===== config.mk =====
export PLATFORM = sky130hd
export DESIGN_NAME = serial_adder_flat
export DESIGN_NICKNAME = d
export VERILOG_FILES = /design/src/rtl/serial_adder_pkg.sv /design/src/rtl/serial_adder_if.sv /design/src/rtl/serial_adder_full_adder_cell.sv /design/src/rtl/serial_adder.sv /design/src/flat_wrapper.sv
export SDC_FILE = /design/constraint.sdc
export NUM_CORES = 1
export LEC_CHECK = 0
export ABC_AREA = 1
export CORE_AREA = 2 2 42 44
export CTS_BUF_LIST = sky130_fd_sc_hd__clkbuf_8
export DETAILED_ROUTE_END_ITERATION = 12
export DIE_AREA = 0 0 44 46
export GPL_ROUTABILITY_DRIVEN = 0
export PLACE_DENSITY = 0.8
export SLEW_MARGIN = 10
export SYNTH_ARGS = -nofsm -noshare
export SYNTH_HDL_FRONTEND = slang
export SYNTH_SLANG_ARGS = --single-unit
export TNS_END_PERCENT = 30

===== constraint.sdc =====
create_clock -name clk -period 1.9 [get_ports clk]
set_input_delay 0.38 -clock clk [delete_from_list [all_inputs] [get_ports clk]]
set_output_delay 0.38 -clock clk [all_outputs]
set_load 0.05 [all_outputs]

===== src/rtl/serial_adder_pkg.sv =====
// serial_adder_pkg: shared constants and FSM state type for the bit-serial adder
package serial_adder_pkg;
    localparam int DEFAULT_WIDTH = 4;
    typedef enum logic {
        ST_IDLE = 1'b0,
        ST_RUN  = 1'b1
    } state_t;
endpackage


===== src/rtl/serial_adder_if.sv =====
// serial_adder_if: operand/result bundle between a requester and serial_adder
//   start, c_in, A, B (and sub when SERIAL_ADDER_SUB_EN) : requester -> adder
//   busy, done, S, c_out                                  : adder -> requester
interface serial_adder_if
    import serial_adder_pkg::*;
#(
    parameter int WIDTH = DEFAULT_WIDTH
);
    logic             start;
    logic             c_in;
    logic [WIDTH-1:0] A;
    logic [WIDTH-1:0] B;
    logic             busy;
    logic             done;
    logic [WIDTH-1:0] S;
    logic             c_out;
`ifdef SERIAL_ADDER_SUB_EN
    logic             sub;
`endif
    modport master (
`ifdef SERIAL_ADDER_SUB_EN
        output sub,
`endif
        output start, c_in, A, B,
        input  busy, done, S, c_out
    );
    modport slave (
`ifdef SERIAL_ADDER_SUB_EN
        input  sub,
`endif
        input  start, c_in, A, B,
        output busy, done, S, c_out
    );
endinterface


===== src/rtl/serial_adder_full_adder_cell.sv =====
// full_adder_cell: one-bit combinational full adder
//   a, b, cin : addend bits and carry-in
//   s, cout   : sum bit and majority carry-out
module full_adder_cell (
    input  logic a,
    input  logic b,
    input  logic cin,
    output logic s,
    output logic cout
);
    assign s    = a ^ b ^ cin;
    assign cout = (a & b) | (a & cin) | (b & cin);
endmodule


===== src/rtl/serial_adder.sv =====
// serial_adder: bit-serial WIDTH-bit adder, LSB first, one bit per clock
//   clk, rst_n : clock, asynchronous active-low reset
//   bus        : serial_adder_if.slave (start/c_in/A/B in, busy/done/S/c_out out)
//   SERIAL_ADDER_SUB_EN adds bus.sub: 1 computes A - B - c_in, c_out is the borrow
module serial_adder
    import serial_adder_pkg::*;
#(
    parameter int WIDTH = DEFAULT_WIDTH
) (
    input logic           clk,
    input logic           rst_n,
    serial_adder_if.slave bus
);
    localparam int CW = $clog2(WIDTH);
    state_t           state, state_nx;
    logic [WIDTH-1:0] a_sr, b_sr, s_r, b_load;
    logic [CW-1:0]    cnt;
    logic             carry, c_load, s_bit, c_nx, c_res, c_out_r, done_r, last, accept;
`ifdef SERIAL_ADDER_SUB_EN
    logic             sub_r;
    // subtraction is A + ~B + ~borrow_in; the final carry is the inverted borrow
    assign b_load = bus.sub ? ~bus.B : bus.B;
    assign c_load = bus.sub ^ bus.c_in;
    assign c_res  = sub_r ^ c_nx;
`else
    assign b_load = bus.B;
    assign c_load = bus.c_in;
    assign c_res  = c_nx;
`endif
    full_adder_cell u_fa (
        .a    (a_sr[0]),
        .b    (b_sr[0]),
        .cin  (carry),
        .s    (s_bit),
        .cout (c_nx)
    );
    always_comb begin
        last     = cnt == CW'(WIDTH - 1);
        accept   = state == ST_IDLE && bus.start;
        state_nx = accept ? ST_RUN : (state == ST_RUN && last) ? ST_IDLE : state;
    end
    always_ff @(posedge clk or negedge rst_n) begin
        if (!rst_n) begin
            state   <= ST_IDLE;
            a_sr    <= '0;
            b_sr    <= '0;
            s_r     <= '0;
            cnt     <= '0;
            carry   <= 1'b0;
            c_out_r <= 1'b0;
            done_r  <= 1'b0;
`ifdef SERIAL_ADDER_SUB_EN
            sub_r   <= 1'b0;
`endif
        end else begin
            state  <= state_nx;
            done_r <= 1'b0;
            if (accept) begin
                a_sr  <= bus.A;
                b_sr  <= b_load;
                carry <= c_load;
                cnt   <= '0;
`ifdef SERIAL_ADDER_SUB_EN
                sub_r <= bus.sub;
`endif
            end else if (state == ST_RUN) begin
                // sum bits enter at the MSB so S is aligned after WIDTH shifts
                s_r   <= {s_bit, s_r[WIDTH-1:1]};
                a_sr  <= a_sr >> 1;
                b_sr  <= b_sr >> 1;
                carry <= c_nx;
                cnt   <= last ? cnt : cnt + CW'(1);
                if (last) begin
                    done_r  <= 1'b1;
                    c_out_r <= c_res;
                end
            end
        end
    end
    assign bus.busy  = state == ST_RUN;
    assign bus.done  = done_r;
    assign bus.S     = s_r;
    assign bus.c_out = c_out_r;
endmodule


===== src/flat_wrapper.sv =====
// flat-port wrapper written by rule: the top's interface ports become plain ports
module serial_adder_flat import serial_adder_pkg::*;
#(
    parameter int WIDTH = DEFAULT_WIDTH
)
  (clk, rst_n, bus_start, bus_c_in, bus_A, bus_B, bus_busy, bus_done, bus_S, bus_c_out);
  serial_adder_if #(.WIDTH(WIDTH)) bus_i ();
  input logic clk;
  input logic rst_n;
  input wire logic [$bits(bus_i.start)-1:0] bus_start;
  input wire logic [$bits(bus_i.c_in)-1:0] bus_c_in;
  input wire logic [$bits(bus_i.A)-1:0] bus_A;
  input wire logic [$bits(bus_i.B)-1:0] bus_B;
  output wire logic [$bits(bus_i.busy)-1:0] bus_busy;
  output wire logic [$bits(bus_i.done)-1:0] bus_done;
  output wire logic [$bits(bus_i.S)-1:0] bus_S;
  output wire logic [$bits(bus_i.c_out)-1:0] bus_c_out;
  assign bus_i.start = bus_start;
  assign bus_i.c_in = bus_c_in;
  assign bus_i.A = bus_A;
  assign bus_i.B = bus_B;
  assign bus_busy = bus_i.busy;
  assign bus_done = bus_i.done;
  assign bus_S = bus_i.S;
  assign bus_c_out = bus_i.c_out;
  serial_adder #(.WIDTH(WIDTH)) u_core (.clk(clk), .rst_n(rst_n), .bus(bus_i));
endmodule

* After elaboration in Yosys (flattened, before gate mapping)
Cells that the tools add are included.
** Word-level totals
- Bits in registers :: 18
- Bits of input ports :: 12
- Output and inout port bits :: 7
** Operators by class
- Add/sub/neg operators :: 1
- Equality and inequality tests :: 2
- Multiplexer cells :: 14
- Bitwise logic cells :: 9
- Reduce and logical (&&, ||, !) cells :: 7
** Operator list (number)
- $mux W4 :: 4
- $mux W1 :: 7
- $mux W2 :: 3
- $reduce_and A2 Y1 :: 2
- $reduce_bool A2 Y1 :: 2
- $and A1 B1 Y1 :: 3
- $reduce_and A3 Y1 :: 1
- $add A2 B1 Y2 const B :: 1
- $eq A2 B2 Y1 const B :: 1
- $logic_and A1 B1 Y1 :: 2
- $ne A2 B2 Y1 const B :: 1
- $not A1 Y1 :: 2
- $or A1 B1 Y1 :: 2
- $xor A1 B1 Y1 :: 2

* Longest topological paths before layout
Gate-level depths: netlist (run 1).
- Word-level depth :: 5
- Mapped depth :: 5
- Mapped depth without buffers :: 5

* Hierarchy
From an unflattened synthesis (run 1), not the netlist that was laid out.
** Unflattened totals
- Cell total of the unflattened synthesis :: 86
- Area, all modules :: 793.3 µm²
** Modules (own cells, without submodules)
- serial_adder :: instances 1, cells each 85, area each 773.2 µm², seq. area each 450.4 µm²
- full_adder_cell :: instances 1, cells each 1, area each 20.0 µm², seq. area each 0.0 µm²

* Worst setup path before layout (run 1)
Ideal clock, no wire load.
- Path kind :: register -> register
- Start point :: register u_core.state, in the netlist u_core.bus.busy
- End point :: register u_core.a_sr[0]
- Library setup time :: 0.124 ns
- Arrival time :: 1.106 ns
- Required time :: 1.776 ns
- Slack :: 0.669 ns
- Stages on the path, launching flop included :: 6
- Clock period less this slack :: 1.231 ns
- Path through :: dfrtp_1 > buf_6 > inv_4 > buf_6 > nand3_1 > nand3_1
** Between the ends
- Cells in the longest elaborated chain, start to end :: 3
- Elaborated cells on any way between the ends :: 4
** Ends and longest elaborated chain
- start, declared :: line serial_adder.sv:15 : state_t state, state_nx;
- start signal, assigned :: line serial_adder.sv:56 : state <= state_nx;
- $not A1 Y1 :: line serial_adder.sv:39 : accept = state == ST_IDLE && bus.start;
- $logic_and A1 B1 Y1 :: line serial_adder.sv:39
- $mux W4 / $reduce_bool A2 Y1 (equally long branches)
- end signal, assigned :: line serial_adder.sv:59 : a_sr <= bus.A;
- end signal, assigned :: line serial_adder.sv:69 : a_sr <= a_sr >> 1;
- end, declared :: line serial_adder.sv:16 : logic [WIDTH-1:0] a_sr, b_sr, s_r, b_load;
Several ways; a longest one is shown, not always the timed one.
A chain may end at the register's enable or synchronous reset.

* Worst setup path after layout (run 1)
- Start point :: register u_core.s_r[3], in the netlist u_core.bus.S[3]
- End point :: output bus_S[3]
** RTL lines
- start, declared :: line serial_adder.sv:16
- start signal, assigned :: line serial_adder.sv:68 : s_r <= {s_bit, s_r[WIDTH-1:1]};
- end, declared :: line flat_wrapper.sv:16 : output wire logic [$bits(bus_i.S)-1:0] bus_S;
No word-level cell between the ends.

==> metrics.md, run 1 <==
| Metric | Value |
|---|---|
| Status | completed |
| CP endpoint kind | output pin |
| Unrepaired setup endpoints after global routing | no |
| Worst hold path class | in -> async |
| Kind of start point of the critical path | register |
| Most frequent cells in the layout | nand2_1, nand3_1, dfrtp_1 |
| Fraction of final layout cells sized beyond drive strength 1 | 0.09434 |
| Pin count of the biggest net entering global routing | 19 |
| Crit-path max cell delay | 0.81 ns |
| Synth top area share | 0.5669 |
| # diodes | 0 |
| Slack of the critical path | 0.09681 ns |
| CTS Buf Count | 3 |
| Vias in the first global route | 620 |
| Die Width | 44 µm |
| Clock transition at path regs | about 0.06 ns |
| Die H | 46 µm |
| GR Overflow Total | 0 |
| Worst clock skew | ~0.00090 ns |
| GRT Overall Usage | 0.1737 |
| CP bufs+invs | 1 |
| # resized after CTS | 0 |
| Drt wl/cell | roughly 12 µm |
| CP Data Required Time | 1.52 ns |
| Final hold violations | 0 |
| FMAX | 554.6 MHz |
| Cell Rows | 15 |
| CTS H-tree lvls | 1 |
| CTS tree | done |
| # nets final | 122 |
| Post-synth top area cell | dfrtp_1 |
| Synth Net Count | 101 |
| Area contributors post-synth | dfrtp_1, nand2_1, nand3_1 |
| Leak | 0.5124 nW |
| Critical-path cell list | clkdlybuf4s50_1 |
| Post-DP HPWL | 1065 µm |
| Clock Path Buffers | 2 |
| Setup TNS Final | 0 ns |
| DRC viols | 0 |
| Seq/Total Area, Yosys | 0.5669 |
| First-pass GRT wire length | 2580 µm |
| Vias per cell | 5.179 |
| Slowest-stage cell, CP | clkdlybuf4s50_1 |
| Pins Over Slew Limit | 0 |
| Clk_lat worst skew | 0.24 ns |
| Final wirelength | roughly 1400 µm |
| Cells after Synth | 87 |
| P&R area growth vs syn | 28.66% |
| Critical path type | reg -> out |
| Initial DRC Count | 29 |
| Ports | 19 |
| Via count | roughly 640 |
| Cts-stage hold buffer count | 0 |
| Synth cell types | 12 |
| Flop and latch count out of synthesis | 18 |
| Critical path peak fanout | 3 |
| Most common cell after layout, fill and taps aside | nand2_1 |
| Max transition margin | 0.6737 |
| Die footprint | around 2000 µm² |
| Pre-CTS setup slack | 0.3300 ns |
| Antenna violations before repair | 0 |
| Core outline area | 1614 µm² |
| Tcrit/Tclk final | 0.9490 |
| CTS root buf | clkbuf_8 |
| ANT nets after route | 0 |
| Setup-failing EPs final | 0 |
| Ys Warns | 0 |
| Initial Util | 0.4922 |
| Fillers | 137 |
| Critical path's top delay family | buffers and inverters |
| CTS sink cnt | 18 |
| IO Port Bufs | 18 |
| Mapped Area | 794.5 µm² |
| Initial DRT Pass Iterations | 5 |
| Maximum VDD drop | approximately 700 µV |
| Period minus WS final | 1.803 ns |
| Tightest Pin Transition | around 0.49 ns |
| Critical Path AT | 1.42 ns |
| Post-CTS Setup Repair Bufs | 0 |
| PD cells | 1686 nW/µm² |
| Average size of a mapped cell | 9.132 µm² |
| # Max-Cap Violations | 0 |
-- cells in the mapped netlist --
cell type,number
buf_4,2
buf_6,2
dfrtp_1,18
fa_1,1
ha_1,1
inv_1,1
inv_2,1
inv_4,1
nand2_1,39
nand3_1,19
nand3b_1,1
nor2_4,1
-- sequential cells by signal, summed over array words and instances, names as in the netlist --
signal	flops
u_core.bus.S	4
u_core.bus.busy	1
u_core.b_sr	4
u_core.carry	1
u_core.bus.done	1
u_core.cnt	2
u_core.bus.c_out	1
u_core.a_sr	4
-- stage by stage --
| stage | hold WS [ns] | utilization | instances | power (mW) | cell area, µm² |
|---|---|---|---|---|---|
| final | 0.4666 | 0.6333 | 123 | 1.723 | 1022 |
| after global routing | 0.4789 | 0.6333 | 123 | 1.870 | 1022 |
| after CTS | 0.4740 | 0.6333 | 123 | 1.738 | 1022 |
| after detailed placement | 0.4592 | 0.6078 | 120 | 1.482 | 980.9 |
| after global placement | 0.4569 | 0.6078 | 120 | 1.455 | 980.9 |
| after floorplan | 0.08441 | - | 87 | 1.251 | 794.5 |
-- power by group --
group	total (mW)	switching [mW]	internal [mW]	leakage (nW)
combinational	0.796	0.496	0.300	0.260
clock	0.250	0.110	0.140	0.0216
sequential	0.676	0.136	0.540	0.230
total	1.72	0.742	0.981	0.512
-- kinds of logic after synthesis --
| group | share of synthesized area |
|---|---|
| buffers and inverters | 0.06456 |
| flip-flops | 0.5669 |
| adder cells (fa/ha/maj) | 0.04094 |
| AND/OR/NAND/NOR | 0.3276 |
-- metal layers --
layer	vias to the layer above	share of wire	routed length, µm	global-route usage
li1	316	-	-	-
met1	298	0.45	642	0.2225
met2	21	0.50	717	0.2941
met3	2	0.051	73	0.03571
met4	0	0.0028	4	0.05455
met5	-	0	0	0
-- area by class of cell --
| cell class | count | area (µm²) | area share |
|---|---|---|---|
| clock buffer | 3 | 41.29 | 0.04039 |
| inverter | 3 | 13.76 | 0.01346 |
| multi-input combinational | 62 | 292.8 | 0.2864 |
| sequential | 18 | 450.4 | 0.4406 |
| tap | 17 | 21.27 | 0.02081 |
| timing repair buffer | 20 | 202.7 | 0.1983 |
-- final timing paths --
check | endpoint | slack, ns | startpoint | cells past startpoint
setup / recovery | bus_S[3] | 0.1 | u_core.bus.S[3] | 1
setup reg to reg | u_core.a_sr[0] | 0.64 | u_core.bus.busy | 4
hold reg to reg | u_core.bus.S[0] | 0.47 | u_core.bus.S[0] | 2
hold / removal | u_core.bus.done | 0.47 | rst_n | 2
max in group asynchronous | u_core.bus.S[0] | 1.24 | rst_n | 2
min in group clk | u_core.bus.S[0] | 0.47 | u_core.bus.S[0] | 2
(Power assumes the default switching activity.)
==> run 2: changes to the inputs <==
--- a/config.mk
+++ b/config.mk
@@ -16,4 +16,3 @@
 export SYNTH_ARGS = -nofsm -noshare
 export SYNTH_HDL_FRONTEND = slang
 export SYNTH_SLANG_ARGS = --single-unit
-export TNS_END_PERCENT = 30
==> results of run 2 <==
No change in the layout: final DEF, timing and power equal those of run 1.
==> run 3: changes to the inputs <==
--- a/config.mk
+++ b/config.mk
@@ -11,6 +11,7 @@
 export DETAILED_ROUTE_END_ITERATION = 12
 export DIE_AREA = 0 0 44 46
 export GPL_ROUTABILITY_DRIVEN = 0
+export HOLD_SLACK_MARGIN = 0.15
 export PLACE_DENSITY = 0.8
 export SLEW_MARGIN = 10
 export SYNTH_ARGS = -nofsm -noshare
==> results of run 3 <==
No change in the layout: final DEF, timing and power equal those of run 1.
